File: src/rtl/cpu_defs.sv
// Shared CPU definitions for the flag/condition datapath.
//   - 4-bit condition codes (Bcond/Jcond/Scond encodings)
//   - PSR bit positions within the 5-bit {C,L,F,Z,N} vector
//   - ALU opcode constants used by the execute stage
//   - FSM state type for the condition request/response handshake
package cpu_defs;

  // PSR bit indices, vector order {C,L,F,Z,N}
  localparam int PSR_C = 4;
  localparam int PSR_L = 3;
  localparam int PSR_F = 2;
  localparam int PSR_Z = 1;
  localparam int PSR_N = 0;

  localparam int PSR_W = 5;

  typedef enum logic [3:0] {
    COND_EQ = 4'h0,  // Z
    COND_NE = 4'h1,  // ~Z
    COND_CS = 4'h2,  // C
    COND_CC = 4'h3,  // ~C
    COND_HI = 4'h4,  // L
    COND_LS = 4'h5,  // ~L
    COND_GT = 4'h6,  // N
    COND_LE = 4'h7,  // ~N
    COND_FS = 4'h8,  // F
    COND_FC = 4'h9,  // ~F
    COND_LO = 4'hA,  // ~L & ~Z
    COND_HS = 4'hB,  // L | Z
    COND_LT = 4'hC,  // ~N & ~Z
    COND_GE = 4'hD,  // N | Z
    COND_UC = 4'hE,  // always
    COND_NV = 4'hF   // never
  } cond_e;

  // ALU opcode constants (execute-stage encodings)
  localparam logic [3:0] ALU_ADD  = 4'h0;
  localparam logic [3:0] ALU_ADDC = 4'h1;
  localparam logic [3:0] ALU_SUB  = 4'h2;
  localparam logic [3:0] ALU_SUBC = 4'h3;
  localparam logic [3:0] ALU_CMP  = 4'h4;
  localparam logic [3:0] ALU_AND  = 4'h5;
  localparam logic [3:0] ALU_OR   = 4'h6;
  localparam logic [3:0] ALU_XOR  = 4'h7;
  localparam logic [3:0] ALU_NOT  = 4'h8;
  localparam logic [3:0] ALU_MOV  = 4'h9;
  localparam logic [3:0] ALU_LSH  = 4'hA;
  localparam logic [3:0] ALU_ASH  = 4'hB;

  // Condition handshake FSM states
  typedef enum logic {
    ST_IDLE = 1'b0,
    ST_HOLD = 1'b1
  } fcu_state_e;

endpackage

File: src/rtl/cond_eval.sv
// Combinational condition evaluator.
// Maps a 4-bit condition code and the 5 PSR flags {C,L,F,Z,N} to a
// single taken bit. Shared by the branch resolver and the Scond datapath.
// Ports:
//   cond   in  4  condition code
//   flags  in  5  flags {C,L,F,Z,N}
//   taken  out 1  condition true
module cond_eval
  import cpu_defs::*;
(
  input  logic [3:0]       cond,
  input  logic [PSR_W-1:0] flags,
  output logic             taken
);

  logic f_c, f_l, f_f, f_z, f_n;

  assign f_c = flags[PSR_C];
  assign f_l = flags[PSR_L];
  assign f_f = flags[PSR_F];
  assign f_z = flags[PSR_Z];
  assign f_n = flags[PSR_N];

  always_comb begin
    taken = 1'b0;
    case (cond_e'(cond))
      COND_EQ: taken = f_z;
      COND_NE: taken = ~f_z;
      COND_CS: taken = f_c;
      COND_CC: taken = ~f_c;
      COND_HI: taken = f_l;
      COND_LS: taken = ~f_l;
      COND_GT: taken = f_n;
      COND_LE: taken = ~f_n;
      COND_FS: taken = f_f;
      COND_FC: taken = ~f_f;
      COND_LO: taken = ~f_l & ~f_z;
      COND_HS: taken = f_l | f_z;
      COND_LT: taken = ~f_n & ~f_z;
      COND_GE: taken = f_n | f_z;
      COND_UC: taken = 1'b1;
      COND_NV: taken = 1'b0;
      default: taken = 1'b0;
    endcase
  end

endmodule

File: src/rtl/flag_cond_unit.sv
// Processor status flag register and branch-condition resolver.
// Latches ALU flags (masked) or a software PSR write, feeds PSR.C back as
// the ALU carry-in, and resolves condition codes over a valid/ready request
// and valid/ack response handshake with a fixed one-cycle latency.
//
// Ports:
//   clk          in   1  system clock, rising edge
//   reset        in   1  synchronous active-low reset
//   FLAG_VALID   in   1  ALU op completing; latch masked flags
//   FLAG_MASK    in   5  per-flag update enable {C,L,F,Z,N}
//   CARRY_IN     in   1  ALU carry
//   LOW_IN       in   1  ALU low
//   OVF_IN       in   1  ALU overflow (PSR F)
//   ZERO_IN      in   1  ALU zero
//   NEG_IN       in   1  ALU negative
//   PSR_WE       in   1  software PSR write
//   PSR_WDATA    in   5  write data {C,L,F,Z,N}
//   COND_VALID   in   1  condition request valid
//   COND         in   4  condition code
//   COND_READY   out  1  request accepted when COND_VALID & COND_READY
//   TAKEN_VALID  out  1  resolution available
//   TAKEN        out  1  condition true
//   TAKEN_ACK    in   1  controller consumed resolution
//   PSR          out  5  current flags {C,L,F,Z,N}
//   CIN          out  1  PSR.C to ALU carry-in
//
// state   | meaning
// --------+------------------------------------------------------------
// ST_IDLE | no resolution pending; request may be accepted
// ST_HOLD | TAKEN/TAKEN_VALID presented, frozen until TAKEN_ACK
module flag_cond_unit
  import cpu_defs::*;
#(
  parameter bit               FORWARD = 1'b1,
  parameter logic [PSR_W-1:0] PSR_RST = 5'b00000
) (
  input  logic             clk,
  input  logic             reset,
  input  logic             FLAG_VALID,
  input  logic [PSR_W-1:0] FLAG_MASK,
  input  logic             CARRY_IN,
  input  logic             LOW_IN,
  input  logic             OVF_IN,
  input  logic             ZERO_IN,
  input  logic             NEG_IN,
  input  logic             PSR_WE,
  input  logic [PSR_W-1:0] PSR_WDATA,
  input  logic             COND_VALID,
  input  logic [3:0]       COND,
  output logic             COND_READY,
  output logic             TAKEN_VALID,
  output logic             TAKEN,
  input  logic             TAKEN_ACK,
  output logic [PSR_W-1:0] PSR,
  output logic             CIN
);

  fcu_state_e       state_q, state_d;
  logic [PSR_W-1:0] psr_q, psr_d;
  logic [PSR_W-1:0] alu_flags;
  logic [PSR_W-1:0] eval_flags;
  logic             taken_q, taken_d;
  logic             tvalid_q, tvalid_d;
  logic             eval_taken;
  logic             psr_busy;
  logic             accept;

  assign alu_flags = {CARRY_IN, LOW_IN, OVF_IN, ZERO_IN, NEG_IN};
  assign psr_busy  = FLAG_VALID | PSR_WE;

  // Software write overrides the ALU completely; ALU only touches masked bits.
  always_comb begin
    psr_d = psr_q;
    if (PSR_WE) begin
      psr_d = PSR_WDATA;
    end else if (FLAG_VALID) begin
      psr_d = (psr_q & ~FLAG_MASK) | (alu_flags & FLAG_MASK);
    end
  end

  // With forwarding, a request that coincides with a flag update sees the
  // value the PSR is about to take. Without it the request is stalled in
  // that cycle, so the registered PSR is always the right source.
  assign eval_flags = FORWARD ? psr_d : psr_q;

  cond_eval u_cond_eval (
    .cond  (COND),
    .flags (eval_flags),
    .taken (eval_taken)
  );

  assign COND_READY = (state_q == ST_IDLE) && (FORWARD || !psr_busy);
  assign accept     = COND_VALID && COND_READY;

  always_comb begin
    state_d  = state_q;
    taken_d  = taken_q;
    tvalid_d = tvalid_q;
    case (state_q)
      ST_IDLE: begin
        if (accept) begin
          state_d  = ST_HOLD;
          taken_d  = eval_taken;
          tvalid_d = 1'b1;
        end
      end
      ST_HOLD: begin
        // The ack cycle never accepts a new request: one bubble between
        // resolutions. TAKEN is cleared so it only reads high while valid.
        if (TAKEN_ACK) begin
          state_d  = ST_IDLE;
          taken_d  = 1'b0;
          tvalid_d = 1'b0;
        end
      end
      default: begin
        state_d  = ST_IDLE;
        taken_d  = 1'b0;
        tvalid_d = 1'b0;
      end
    endcase
  end

  always_ff @(posedge clk) begin
    if (!reset) begin
      state_q  <= ST_IDLE;
      psr_q    <= PSR_RST;
      taken_q  <= 1'b0;
      tvalid_q <= 1'b0;
    end else begin
      state_q  <= state_d;
      psr_q    <= psr_d;
      taken_q  <= taken_d;
      tvalid_q <= tvalid_d;
    end
  end

  assign TAKEN_VALID = tvalid_q;
  assign TAKEN       = taken_q;
  assign PSR         = psr_q;
  // Carry-in always comes from the register, never the forwarded value.
  assign CIN         = psr_q[PSR_C];

endmodule

File: config.mk
export PLATFORM = sky130hd
export DESIGN_NAME = flag_cond_unit
export DESIGN_NICKNAME = d
export VERILOG_FILES = /design/src/rtl/cpu_defs.sv /design/src/rtl/cond_eval.sv /design/src/rtl/flag_cond_unit.sv
export SDC_FILE = /design/constraint.sdc
export NUM_CORES = 1
export LEC_CHECK = 0
export CORE_MARGIN = 2
export CORE_UTILIZATION = 43
export DETAILED_ROUTE_END_ITERATION = 7
export PLACE_DENSITY = 0.91
export SLEW_MARGIN = 20
export SYNTH_ARGS = -nofsm -noshare
export SYNTH_HDL_FRONTEND = slang
export SYNTH_HIERARCHICAL = 1
export SYNTH_SLANG_ARGS = --single-unit
File: constraint.sdc
create_clock -name clk -period 3.55 [get_ports clk]
set_input_delay 0.71 -clock clk [delete_from_list [all_inputs] [get_ports clk]]
set_output_delay 0.71 -clock clk [all_outputs]
set_load 0.02 [all_outputs]
==> qor.txt, run 1 <==
CTS Sinks = 8
DP Cell Count = 115
full die area = 1990 sq um
EDFF count, synth = 0
Synth Warn # = 6
Fin. Hold Viols = 0
initial drt markers = 6
Yosys top cell by area = dfxtp_1
Worst EP arrival = 3.21 ns
CP max FO = 7
status = complete, no violations
critical path's slowest cell = clkdlybuf4s50_1
top-count cell post-synth = dfxtp_1
vias in the first global route = 669
RSZ-0062 raised after global routing = false
max_slew headroom = 56.3%
final setup skew = 0.00199 ns
antenna violations before repair = 0
Max Clock Freq = 326 MHz
Area contributors post-synth = dfxtp_1 (23%), nor4b_2 (11%), and4bb_4 (9.2%), a211oi_2 (8.8%), nor2b_1 (6.2%)
Initial DRT Pass Iterations = 4
Total GRT Usage = 19.2%
layout cells sized above 1 = 21.6%
pin count of the biggest net entering global routing = 10
Mapped Area = 711 sq um
Row Count = 14
Sw Share = 29.5%
CP Launch Type = primary input
leakage power = 0.379 nW
cts hold-fix bufs = 0
setup bufs post-CTS = 0
CP cell instances = clkdlybuf4s50_1 -> and4bb_4 -> nor3_1 -> nor3_1 -> a211o_1 -> a221o_1 -> and2_1 -> a32o_1
DR WL/cell = 14.7 um
Post-synth top flop = dfxtp_1
CTS tree = done
power density cells = 274 nW/um^2
Setup WS pre-CTS = 0.213 ns
post-synth cell types = 31
CP required = 3.69 ns
ant diodes = 0
worst hold path type = register to register
IO Pins = 34
# port buffers = 33
Sequential Power Share = 35.5%
clock-pin slew on the worst setup and hold paths = 0.05 ns
vias per cell = 5.62
maximum clock path buffer count = 2
Seq/Total Area, Yosys = 22.5%
Largest stage delay, worst path = 0.62 ns
Synth async-reset ratio = 0%
area share of the largest cell type after synthesis = 22.5%
die height = 44.7 um
Post-CTS Resized = 0
PnR worst setup slack = 0.485 ns
Post-Synthesis Cells = 68
via count = 663
Logic pwr share = 40.6%
final setup fails = 0
DP HPWL = 1430 um
synthesized net count = 93
Crit Path Class = primary input to register
Clock Power Share = 23.9%
H-tree depth = 1
final WL = 1740 um
non-filler instance count after layout = 118
Maximum Capacitance Violations = 0
Initial Util = 46.6%
area growth from synthesis to layout = 48.8%
Setup crit end kind = register
Die Span X = 44.7 um
hold slack final = 0.514 ns
ANT nets after route = 0
post-route DRC violation count = 0
Fin Setup TNS = 0 ns
PnR Total Power = 290 uW
clock period minus worst slack = 3.06 ns
nets = 129
core area = 1520 sq um
first-pass GRT wire length = 2830 um
Post-Syn Area per Cell = 10.5 sq um
internal power = 204 uW
GP Congestion = 0.700
Worst Tran Pin Value = 0.651 ns
Tcrit/Tclk final = 86.3%
Clock Latency Late Sink = 0.25 ns
CTS root buffer = clkbuf_4
Slew Limit Fails = 0
synth cell count leaders = dfxtp_1 (8), nor2b_1 (7), nor3_1 (6)
Psw = 85.7 uW
Worst VDD drop = 212 uV
post-synthesis register bit count = 8
grt ovf = 0
TritonCTS buffer count = 3
Worst path most repeated cell = nor3_1
cell families after synthesis:
logic type | synth area share [%]
simple gates | 44.0
flops | 22.5
buf+inv | 6.34
xor+xnor | 1.23
mux | 4.23
compound gates | 21.7
metrics by stage:
step	area, sq um	util, %
finish	1060	69.4
global route	1060	69.4
CTS	1060	69.4
detailed placement	1030	67.9
global placement	1030	67.9
floorplan	711	-
state kept, by name, indices dropped and copies added, names as in the netlist:
name / flops
PSR: 5
TAKEN: 1
TAKEN_VALID: 1
state_q: 1
metal layers:
layer / global-route usage [%] / vias up / wire, um
met4: 0 / 0 / 0
met5: 0 / - / 0
met1: 18.9 / 308 / 651
met2: 39.7 / 18 / 1010
li1: - / 337 / -
met3: 6.53 / 0 / 82
cells in the final DEF (no fill, tap or decap), drive strengths merged, types with 2 or more instances in the layout:
master,n
mux2i,3
a211oi,5
nand2,2
nor2b,7
dfxtp,8
nor3,6
nand2b,4
buf,2
clkdlybuf4s50,33
and4bb,5
nor4b,6
clkbuf,3
area by class of cell:
class / count / area, sq um
clock buffers: 3 / 22.5
fillers: 129 / 467
inverters: 1 / 3.75
multi-input cells: 55 / 505
flip-flops and latches: 8 / 160
well taps: 16 / 20.0
repair buffers: 35 / 345
final timing paths:
kind | start | end | slack (ns) | cells past startpoint
min | TAKEN$_SDFFE_PN0P_ | TAKEN$_SDFFE_PN0P_ | 0.51 | 1
min reg2reg | TAKEN$_SDFFE_PN0P_ | TAKEN$_SDFFE_PN0P_ | 0.51 | 1
max reg2reg | PSR[1]$_SDFF_PN0_ | TAKEN$_SDFFE_PN0P_ | 1.35 | 7
max | PSR_WE | TAKEN$_SDFFE_PN0P_ | 0.49 | 8
power groups by stage:
| stage | combinational (mW) | clock [mW] | sequential, mW |
|---|---|---|---|
| 6_report | 0.118 | 0.0692 | 0.103 |
| 2_1_floorplan | 0.0572 | 0 | 0.112 |
| 3_3_place_gp | 0.115 | 0 | 0.104 |
| 4_1_cts | 0.118 | 0.0724 | 0.103 |
| 3_5_place_dp | 0.118 | 0 | 0.105 |
| 5_1_grt | 0.126 | 0.0748 | 0.104 |
critical path: cells and delay by family:
kind                   cells  cell delay, ns
and+or+nand+nor            4            1.06
AOI/OAI and AO/OA          3            0.82
buffers and inverters      1            0.62
Note: power is estimated with default switching activity, not from simulation.
==> inputs of run 2 (changes only) <==
--- a/config.mk
+++ b/config.mk
@@ -9,6 +9,8 @@
 export CORE_UTILIZATION = 43
 export DETAILED_ROUTE_END_ITERATION = 7
 export PLACE_DENSITY = 0.91
+export SKIP_CTS_REPAIR_TIMING = 1
+export SKIP_LAST_GASP = 1
 export SLEW_MARGIN = 20
 export SYNTH_ARGS = -nofsm -noshare
 export SYNTH_HDL_FRONTEND = slang
==> results of run 2 <==
Same layout as run 1: the final DEF is identical, and so are final timing and power.
